==> config.mk <==
export PLATFORM = sky130hd
export DESIGN_NAME = divider_constant_time
export DESIGN_NICKNAME = d
export VERILOG_FILES = /design/src/rtl/seq_arith_pkg.sv /design/src/rtl/divider_control_constant_time.sv /design/src/rtl/divider_constant_time.sv
export SDC_FILE = /design/constraint.sdc
export NUM_CORES = 1
export LEC_CHECK = 0
export CAP_MARGIN = 10
export CORE_MARGIN = 4
export CORE_UTILIZATION = 50
export DETAILED_ROUTE_END_ITERATION = 7
export PLACE_DENSITY = 0.86
export SETUP_SLACK_MARGIN = 0.5
export SKIP_CTS_REPAIR_TIMING = 1
export SLEW_MARGIN = 20
export SYNTH_ARGS = -nofsm -noshare
export SYNTH_HDL_FRONTEND = slang
export SYNTH_SLANG_ARGS = --single-unit
==> constraint.sdc <==
create_clock -name clk -period 2.86 [get_ports clk]
set_input_delay 0.858 -clock clk [delete_from_list [all_inputs] [get_ports clk]]
set_output_delay 0.858 -clock clk [all_outputs]
set_load 0.005 [all_outputs]
==> src/rtl/seq_arith_pkg.sv <==
// Shared encodings and helpers for the sequential (multi-cycle) arithmetic blocks.
// Holds the multiplier encodings and the constant-time divider state map.
package seq_arith_pkg;

    // Multiplier control encodings
    typedef enum logic [1:0] {
        MUL_IDLE  = 2'd0,
        MUL_INIT  = 2'd1,
        MUL_ADD   = 2'd2,
        MUL_FINAL = 2'd3
    } mul_state_e;

    localparam int MUL_STATE_W = 2;

    // Divider state numbering: IDLE, INIT, then SHIFT_i/TEST_i pairs from
    // i = WIDTH-1 down to 0, then FINAL. SHIFT states are even, TEST states odd.
    localparam int DIV_ST_IDLE = 0;
    localparam int DIV_ST_INIT = 1;

    function automatic int div_state_width(input int width);
        return $clog2(2 * width + 3);
    endfunction

    function automatic int div_st_shift(input int width, input int i);
        return 2 + 2 * (width - 1 - i);
    endfunction

    function automatic int div_st_test(input int width, input int i);
        return 3 + 2 * (width - 1 - i);
    endfunction

    function automatic int div_st_final(input int width);
        return 2 * width + 2;
    endfunction

    // Decoded kind of a divider state, used by the control FSM
    typedef enum logic [2:0] {
        PH_IDLE  = 3'd0,
        PH_INIT  = 3'd1,
        PH_SHIFT = 3'd2,
        PH_TEST  = 3'd3,
        PH_FINAL = 3'd4
    } div_phase_e;

endpackage

==> src/rtl/divider_control_constant_time.sv <==
// Control FSM of the constant-time restoring divider: walks a fixed
// INIT / SHIFT_i / TEST_i / FINAL sequence and issues datapath strobes.
module divider_control_constant_time
    import seq_arith_pkg::*;
#(
    parameter int WIDTH = 4
) (
    input  logic clk,
    input  logic rst,
    input  logic start,
    input  logic ge,
    output logic load,
    output logic clear,
    output logic shift,
    output logic subtract,
    output logic busy,
    output logic quotientDone
);

    localparam int SW = div_state_width(WIDTH);
    localparam logic [SW-1:0] ST_IDLE  = SW'(DIV_ST_IDLE);
    localparam logic [SW-1:0] ST_INIT  = SW'(DIV_ST_INIT);
    localparam logic [SW-1:0] ST_FINAL = SW'(div_st_final(WIDTH));

    logic [SW-1:0] state;
    logic [SW-1:0] state_next;
    div_phase_e    phase;

    always_ff @(posedge clk) begin
        if (rst) begin
            state <= ST_IDLE;
        end else begin
            state <= state_next;
        end
    end

    // Unreachable encodings above FINAL decode as IDLE so the FSM self-recovers
    always_comb begin
        phase = PH_IDLE;
        if (state == ST_IDLE) begin
            phase = PH_IDLE;
        end else if (state == ST_INIT) begin
            phase = PH_INIT;
        end else if (state == ST_FINAL) begin
            phase = PH_FINAL;
        end else if (state > ST_FINAL) begin
            phase = PH_IDLE;
        end else if (state[0]) begin
            phase = PH_TEST;
        end else begin
            phase = PH_SHIFT;
        end
    end

    // INIT, SHIFT_i and TEST_i all advance to the next numbered state; TEST_0 + 1 is FINAL
    always_comb begin
        state_next   = state;
        load         = 1'b0;
        clear        = 1'b0;
        shift        = 1'b0;
        subtract     = 1'b0;
        quotientDone = 1'b0;
        busy         = (phase != PH_IDLE);
        unique case (phase)
            PH_IDLE: begin
                state_next = start ? ST_INIT : ST_IDLE;
            end
            PH_INIT: begin
                load       = 1'b1;
                clear      = 1'b1;
                state_next = state + SW'(1);
            end
            PH_SHIFT: begin
                shift      = 1'b1;
                state_next = state + SW'(1);
            end
            PH_TEST: begin
                subtract   = ge;
                state_next = state + SW'(1);
            end
            PH_FINAL: begin
                quotientDone = 1'b1;
                state_next   = ST_IDLE;
            end
            default: begin
                state_next = ST_IDLE;
            end
        endcase
    end

endmodule

==> src/rtl/divider_constant_time.sv <==
// Constant-time unsigned restoring divider: datapath registers, comparator and
// subtractor, sequenced by divider_control_constant_time.
module divider_constant_time
    import seq_arith_pkg::*;
#(
    parameter int WIDTH = 4
) (
    input  logic             clk,
    input  logic             rst,
    input  logic             start,
    input  logic [WIDTH-1:0] dividend,
    input  logic [WIDTH-1:0] divisor,
    output logic [WIDTH-1:0] quotient,
    output logic [WIDTH-1:0] remainder,
    output logic             quotientDone,
    output logic             divByZero,
    output logic             busy
);

    logic [WIDTH-1:0] quo_reg;
    logic [WIDTH-1:0] dvs_reg;
    logic [WIDTH:0]   rem_reg;
    logic             dbz_reg;

    logic load;
    logic clear;
    logic shift;
    logic subtract;
    logic ge;

    // Compare at WIDTH+1 bits: the shifted partial remainder can reach 2*divisor-1
    assign ge = (rem_reg >= {1'b0, dvs_reg});

    divider_control_constant_time #(
        .WIDTH(WIDTH)
    ) u_control (
        .clk         (clk),
        .rst         (rst),
        .start       (start),
        .ge          (ge),
        .load        (load),
        .clear       (clear),
        .shift       (shift),
        .subtract    (subtract),
        .busy        (busy),
        .quotientDone(quotientDone)
    );

    // A zero divisor always compares ge, so every quotient bit sets and the
    // remainder ends up equal to the dividend with no special-case path
    always_ff @(posedge clk) begin
        if (rst) begin
            quo_reg <= '0;
            dvs_reg <= '0;
            rem_reg <= '0;
            dbz_reg <= 1'b0;
        end else begin
            if (load) begin
                dvs_reg <= divisor;
                dbz_reg <= (divisor == '0);
            end

            if (load) begin
                quo_reg <= dividend;
            end else if (shift) begin
                quo_reg <= {quo_reg[WIDTH-2:0], 1'b0};
            end else if (subtract) begin
                quo_reg[0] <= 1'b1;
            end

            if (clear) begin
                rem_reg <= '0;
            end else if (shift) begin
                rem_reg <= {rem_reg[WIDTH-1:0], quo_reg[WIDTH-1]};
            end else if (subtract) begin
                rem_reg <= rem_reg - {1'b0, dvs_reg};
            end
        end
    end

    assign quotient  = quo_reg;
    assign remainder = rem_reg[WIDTH-1:0];
    assign divByZero = dbz_reg;

endmodule

==> flow_metrics.tcl, run 1 <==
set metrics [dict create \
    grt_pass1_wl_mm 4.47 \
    ant_nets 0 \
    hp-start "dvs_reg[2]" \
    clockBufferDepth 2 \
    fill_cells 176 \
    synth-edff-count 0 \
    ios 22 \
    drc_errors 0 \
    dp_hpwl_mm 1.99 \
    port_buffers 21 \
    yosysSeqAreaShare 0.307 \
    die-width_um 56.5 \
    synth.avg_cell_area_um2 8.57 \
    synth_most_common_cell "nor2_1" \
    initial_core_util 0.525 \
    clock_latency_ns 0.30 \
    post_drt_wl_per_cell_um 14.6 \
    diodes 0 \
    ys_types 43 \
    clkTransAtPathRegs_ns 0.11 \
    power_mw 1.78 \
    crit_path_start "u_control.state[3]" \
    period_share 0.850 \
    netlist.top_cell.by_area "dfxtp_1" \
    htreeDepth 1 \
    cap_violations 0 \
    coreArea_um2 2230 \
    gp_congestion 0.857 \
    routed_wl_mm 2.72 \
    multi_input_area_um2 773 \
    gr-total-overflow 0 \
    worst_pin_slew_ns 0.654 \
    ys_ff_latch 18 \
    final_area_um2 1500 \
    seq_area_um2 370 \
    final.setup_skew_ns 0.00501 \
    fin_nets 180 \
    synth-main-ff-cell "dfxtp_1" \
    clock_sinks 18 \
    track_usage 0.173 \
    place_area_um2 1370 \
    die_y_um 56.5 \
    cts_tree "yes" \
    arrival_ns 1.57 \
    endpoint_kind "primary output" \
    outcome "complete, no violations" \
    p_per_area_nw_per_um2 1190 \
    area_growth_pct 27.6 \
    drt_iter0_markers 32 \
    cellLeakagePower_nw 0.610 \
    synthCells 137 \
    largest_reg_flops 5 \
    slowest_delay_ns 0.50 \
    setup_viol 0 \
    start_kind "flip-flop" \
    final.min_clock_period_ns 2.43 \
    synth_top_area_share 0.307 \
    die-area_um2 3190 \
    cts-root-buf "clkbuf_4" \
    synth.area.top_cells "dfxtp_1, ha_1, nor2_1" \
    timing.rr.start "u_control.state[1]" \
    slew-limit-headroom 0.564 \
    antenna_found_initial 0 \
    drive_gt1_frac 0.220 \
    syn_nets 157 \
    grt_max_degree 16 \
    synth_async_sr_flop_share 0 \
    yosys_warnings 0 \
    path_cells "nor2b_4, and2_4, clkdlybuf4s50_1" \
    grt_pass1_vias 1026 \
    crit_required_ns 2.00 \
    rsz0062_at_grt "yes" \
    vias_per_cell 5.74 \
    slowest_stage "clkdlybuf4s50_1" \
    syn_area_um2 1170 \
    ir_drop_mv 0.746 \
    slew_violations 0 \
    rows 17 \
    drtPass1Iterations 4 \
    synth_common_cells "nor2_1, dfxtp_1, inv_1" \
    hold_viol_final 0 \
    cts_made_buffers 3 \
    fmax_ghz 0.412 \
    crit_fanout 6 \
    crit_type "flip-flop to primary output" \
    vias 1074 \
    hold_path.class "flip-flop to flip-flop" \
]
[path summary, 6_finish.rpt]
check	endpoint	slack (ns)	depth (start not counted)
setup / recovery	quotientDone	0.43	3
hold / removal	dvs_reg[2]	0.51	2
setup reg to reg	rem_reg[4]	0.78	8
hold reg to reg	dvs_reg[2]	0.51	2
[cells in the final DEF, fill, tap and decap left out, drive strengths merged, types with 3 or more instances in the layout]
cell           instances
nor2                  22
clkbuf                 5
o21ai                  9
clkdlybuf4s50         20
a211oi                 3
inv                    9
nand2                  8
a21oi                  6
nor3                   4
ha                     8
nor2b                  3
mux2i                  7
buf                    5
and3                   3
nand2b                 3
dfxtp                 18
[power breakdown]
part | total [mW] | internal, mW | switching, mW
registers | 0.399 | 0.329 | 0.0695
clock network | 0.162 | 0.0776 | 0.0847
logic | 1.22 | 0.552 | 0.668
total | 1.78 | 0.959 | 0.822
[logic make-up after synthesis]
family          share of synthesized area
flops                               0.307
buf+inv                            0.0810
compound gates                      0.203
xor+xnor                           0.0224
fa+ha+maj                           0.102
mux                                0.0693
simple gates                        0.215
[per-layer routing]
layer  part of all wire  wire, um  global-route usage  vias to the layer above
li1                   -         -                   -                      526
met1               0.45      1230               0.222                      493
met2               0.47      1280               0.281                       44
met3              0.054       148              0.0391                       11
met4              0.022        59              0.0644                        0
met5                  0         0                   0                        -
[worst max-delay path, delay by kind of cell (launching register included)]
kind,cells,cell delay [ns]
buffers and inverters,1,0.50
flip-flops,1,0.41
AND/OR/NAND/NOR,2,0.36
[metrics by stage]
stage	setup slack, ns	TNS (ns)	hold slack, ns	instances	utilization
floorplan	0.587	0	0.463	137	-
CTS	-0.106	-0.106	0.515	184	0.631
detailed placement	0.232	0	0.489	180	0.615
global placement	0.325	0	0.478	180	0.615
global route	0.378	0	0.576	187	0.671
finish	0.430	0	0.513	187	0.671
[area by class of cell]
type                       instances  area share
tap                               28      0.0234
multi-input combinational        102       0.516
timing repair buffer              26       0.165
sequential                        18       0.247
clock buffer                       4      0.0242
inverter                           9      0.0242
Power figures use the tool's default switching activity.
==> inputs of run 2 (changes only) <==
Clock period 2.86 ns to 2.3 ns, I/O delays scaled along.
==> flow_metrics.tcl, run 2 (synthesis gave the netlist of run 1 again) <==
set metrics [dict create \
    hold_path.class "flip-flop to flip-flop" \
    routed_wl_mm 3.70 \
    ant_nets 0 \
    ios 22 \
    post_drt_wl_per_cell_um 18.8 \
    place_area_um2 1470 \
    start_kind "flip-flop" \
    slew_violations 0 \
    rsz0062_at_grt "yes" \
    crit_required_ns 1.61 \
    layout_common_cells "nor2_1, buf_4, clkdlybuf4s50_1" \
    grt_max_degree 14 \
    cts-root-buf "clkbuf_4" \
    ir_drop_mv 1.10 \
    initial_core_util 0.525 \
    slew-limit-headroom 0.748 \
    antenna_found_initial 0 \
    die-width_um 56.5 \
    cap_violations 0 \
    coreArea_um2 2230 \
    setup_viol 1 \
    drtPass1Iterations 4 \
    final_area_um2 1720 \
    period_share 1.00 \
    cellLeakagePower_nw 0.836 \
    largest_reg_flops 5 \
    final_common_cell "nor2_1" \
    track_usage 0.159 \
    hold_viol_final 0 \
    slowest_stage "dfxtp_4" \
    final.setup_skew_ns 0.0109 \
    dp_hpwl_mm 2.03 \
    fmax_ghz 0.434 \
    drive_gt1_frac 0.396 \
    cts_made_buffers 3 \
    endpoint_kind "primary output" \
    vias 1176 \
    grt_pass1_wl_mm 4.15 \
    port_buffers 21 \
    arrival_ns 1.61 \
    clkTransAtPathRegs_ns 0.11 \
    critPathBufInv 2 \
    p_per_area_nw_per_um2 1670 \
    setup_slack_ns -0.00210 \
    area_growth_pct 46.3 \
    slowest_delay_ns 0.43 \
    final.min_clock_period_ns 2.30 \
    fill_cells 137 \
    clock_latency_ns 0.30 \
    gp_congestion 0.874 \
    clock_sinks 18 \
    fin_nets 190 \
    drt_iter0_markers 32 \
    gr-total-overflow 0 \
    path_cells "inv_4, ha_4, nor2_4, nand3b_1, a22o_1, nand2_2, clkbuf_2" \
    die-area_um2 3190 \
    drc_errors 0 \
    vias_per_cell 5.97 \
    violations "negative setup slack" \
    post-route-util 0.769 \
    htreeDepth 1 \
    crit_fanout 6 \
    rows 17 \
    outcome "finished with violations" \
    cts_tree "yes" \
    crit_type "flip-flop to primary output" \
    clockBufferDepth 2 \
    diodes 0 \
    die_y_um 56.5 \
    fin_hold_ws_ns 0.512 \
    worst_pin_slew_ns 0.376 \
    grt_pass1_vias 985 \
    crit_family "flip-flops" \
]
[run 2: cell types whose count changed in the layout (fill, tap and decap cells not counted), moves of 7 or more]
cell | before | now
buf_4 | 4 | 12
clkdlybuf4s50_1 | 20 | 10
dfxtp_1 | 14 | 5
dfxtp_2 | 2 | 9
dlymetal6s2s_1 | 0 | 9
[run 2: worst min-delay path: stages (launching register included)]
cell	delay [ns]
dfxtp_1	0.34
mux2i_1	0.07
nor2_1	0.08
[run 2: through the flow]
| stage | setup WS, ns | TNS (ns) | total power [mW] | instances |
|---|---|---|---|---|
| 2_1_floorplan | 0.439 | 0 | 1.65 | 137 |
| 5_1_grt | -0.0578 | -0.0578 | 3.03 | 197 |
| 3_5_place_dp | 0.00491 | 0 | 2.05 | 186 |
| 3_3_place_gp | 0.0303 | 0 | 2.00 | 186 |
| 4_1_cts | -0.329 | -0.476 | 2.25 | 190 |
| 6_report | -0.00210 | -0.00210 | 2.87 | 197 |
[run 2: area by class of cell]
| type | count | area [um^2] | area share |
|---|---|---|---|
| Multi-Input combinational cell | 103 | 885 | 0.515 |
| Sequential cell | 18 | 387 | 0.225 |
| Timing Repair Buffer | 35 | 335 | 0.195 |
| Inverter | 9 | 38.8 | 0.0226 |
| Clock buffer | 4 | 36.3 | 0.0211 |
| Tap cell | 28 | 35.0 | 0.0204 |
[run 2: per-layer routing]
| layer | track usage | part of all wire | vias up |
|---|---|---|---|
| met3 | 0.0345 | 0.041 | 10 |
| met1 | 0.208 | 0.42 | 576 |
| met2 | 0.272 | 0.52 | 45 |
| met4 | 0.0203 | 0.022 | 0 |
| met5 | 0 | 0 | - |
| li1 | - | - | 545 |
[run 2: worst paths after layout]
kind	endpoint	slack, ns	depth (start not counted)	startpoint
setup / recovery	busy	-0.002	7	u_control.state[0]
hold / removal	dvs_reg[2]	0.51	2	dvs_reg[2]
setup reg to reg	rem_reg[0]	0.36	9	dvs_reg[1]
hold reg to reg	dvs_reg[2]	0.51	2	dvs_reg[2]
[run 2: power by group]
part | total, mW | switching [mW] | internal, mW
clock | 0.199 | 0.103 | 0.0964
combinational | 2.13 | 1.14 | 0.995
sequential | 0.540 | 0.116 | 0.424
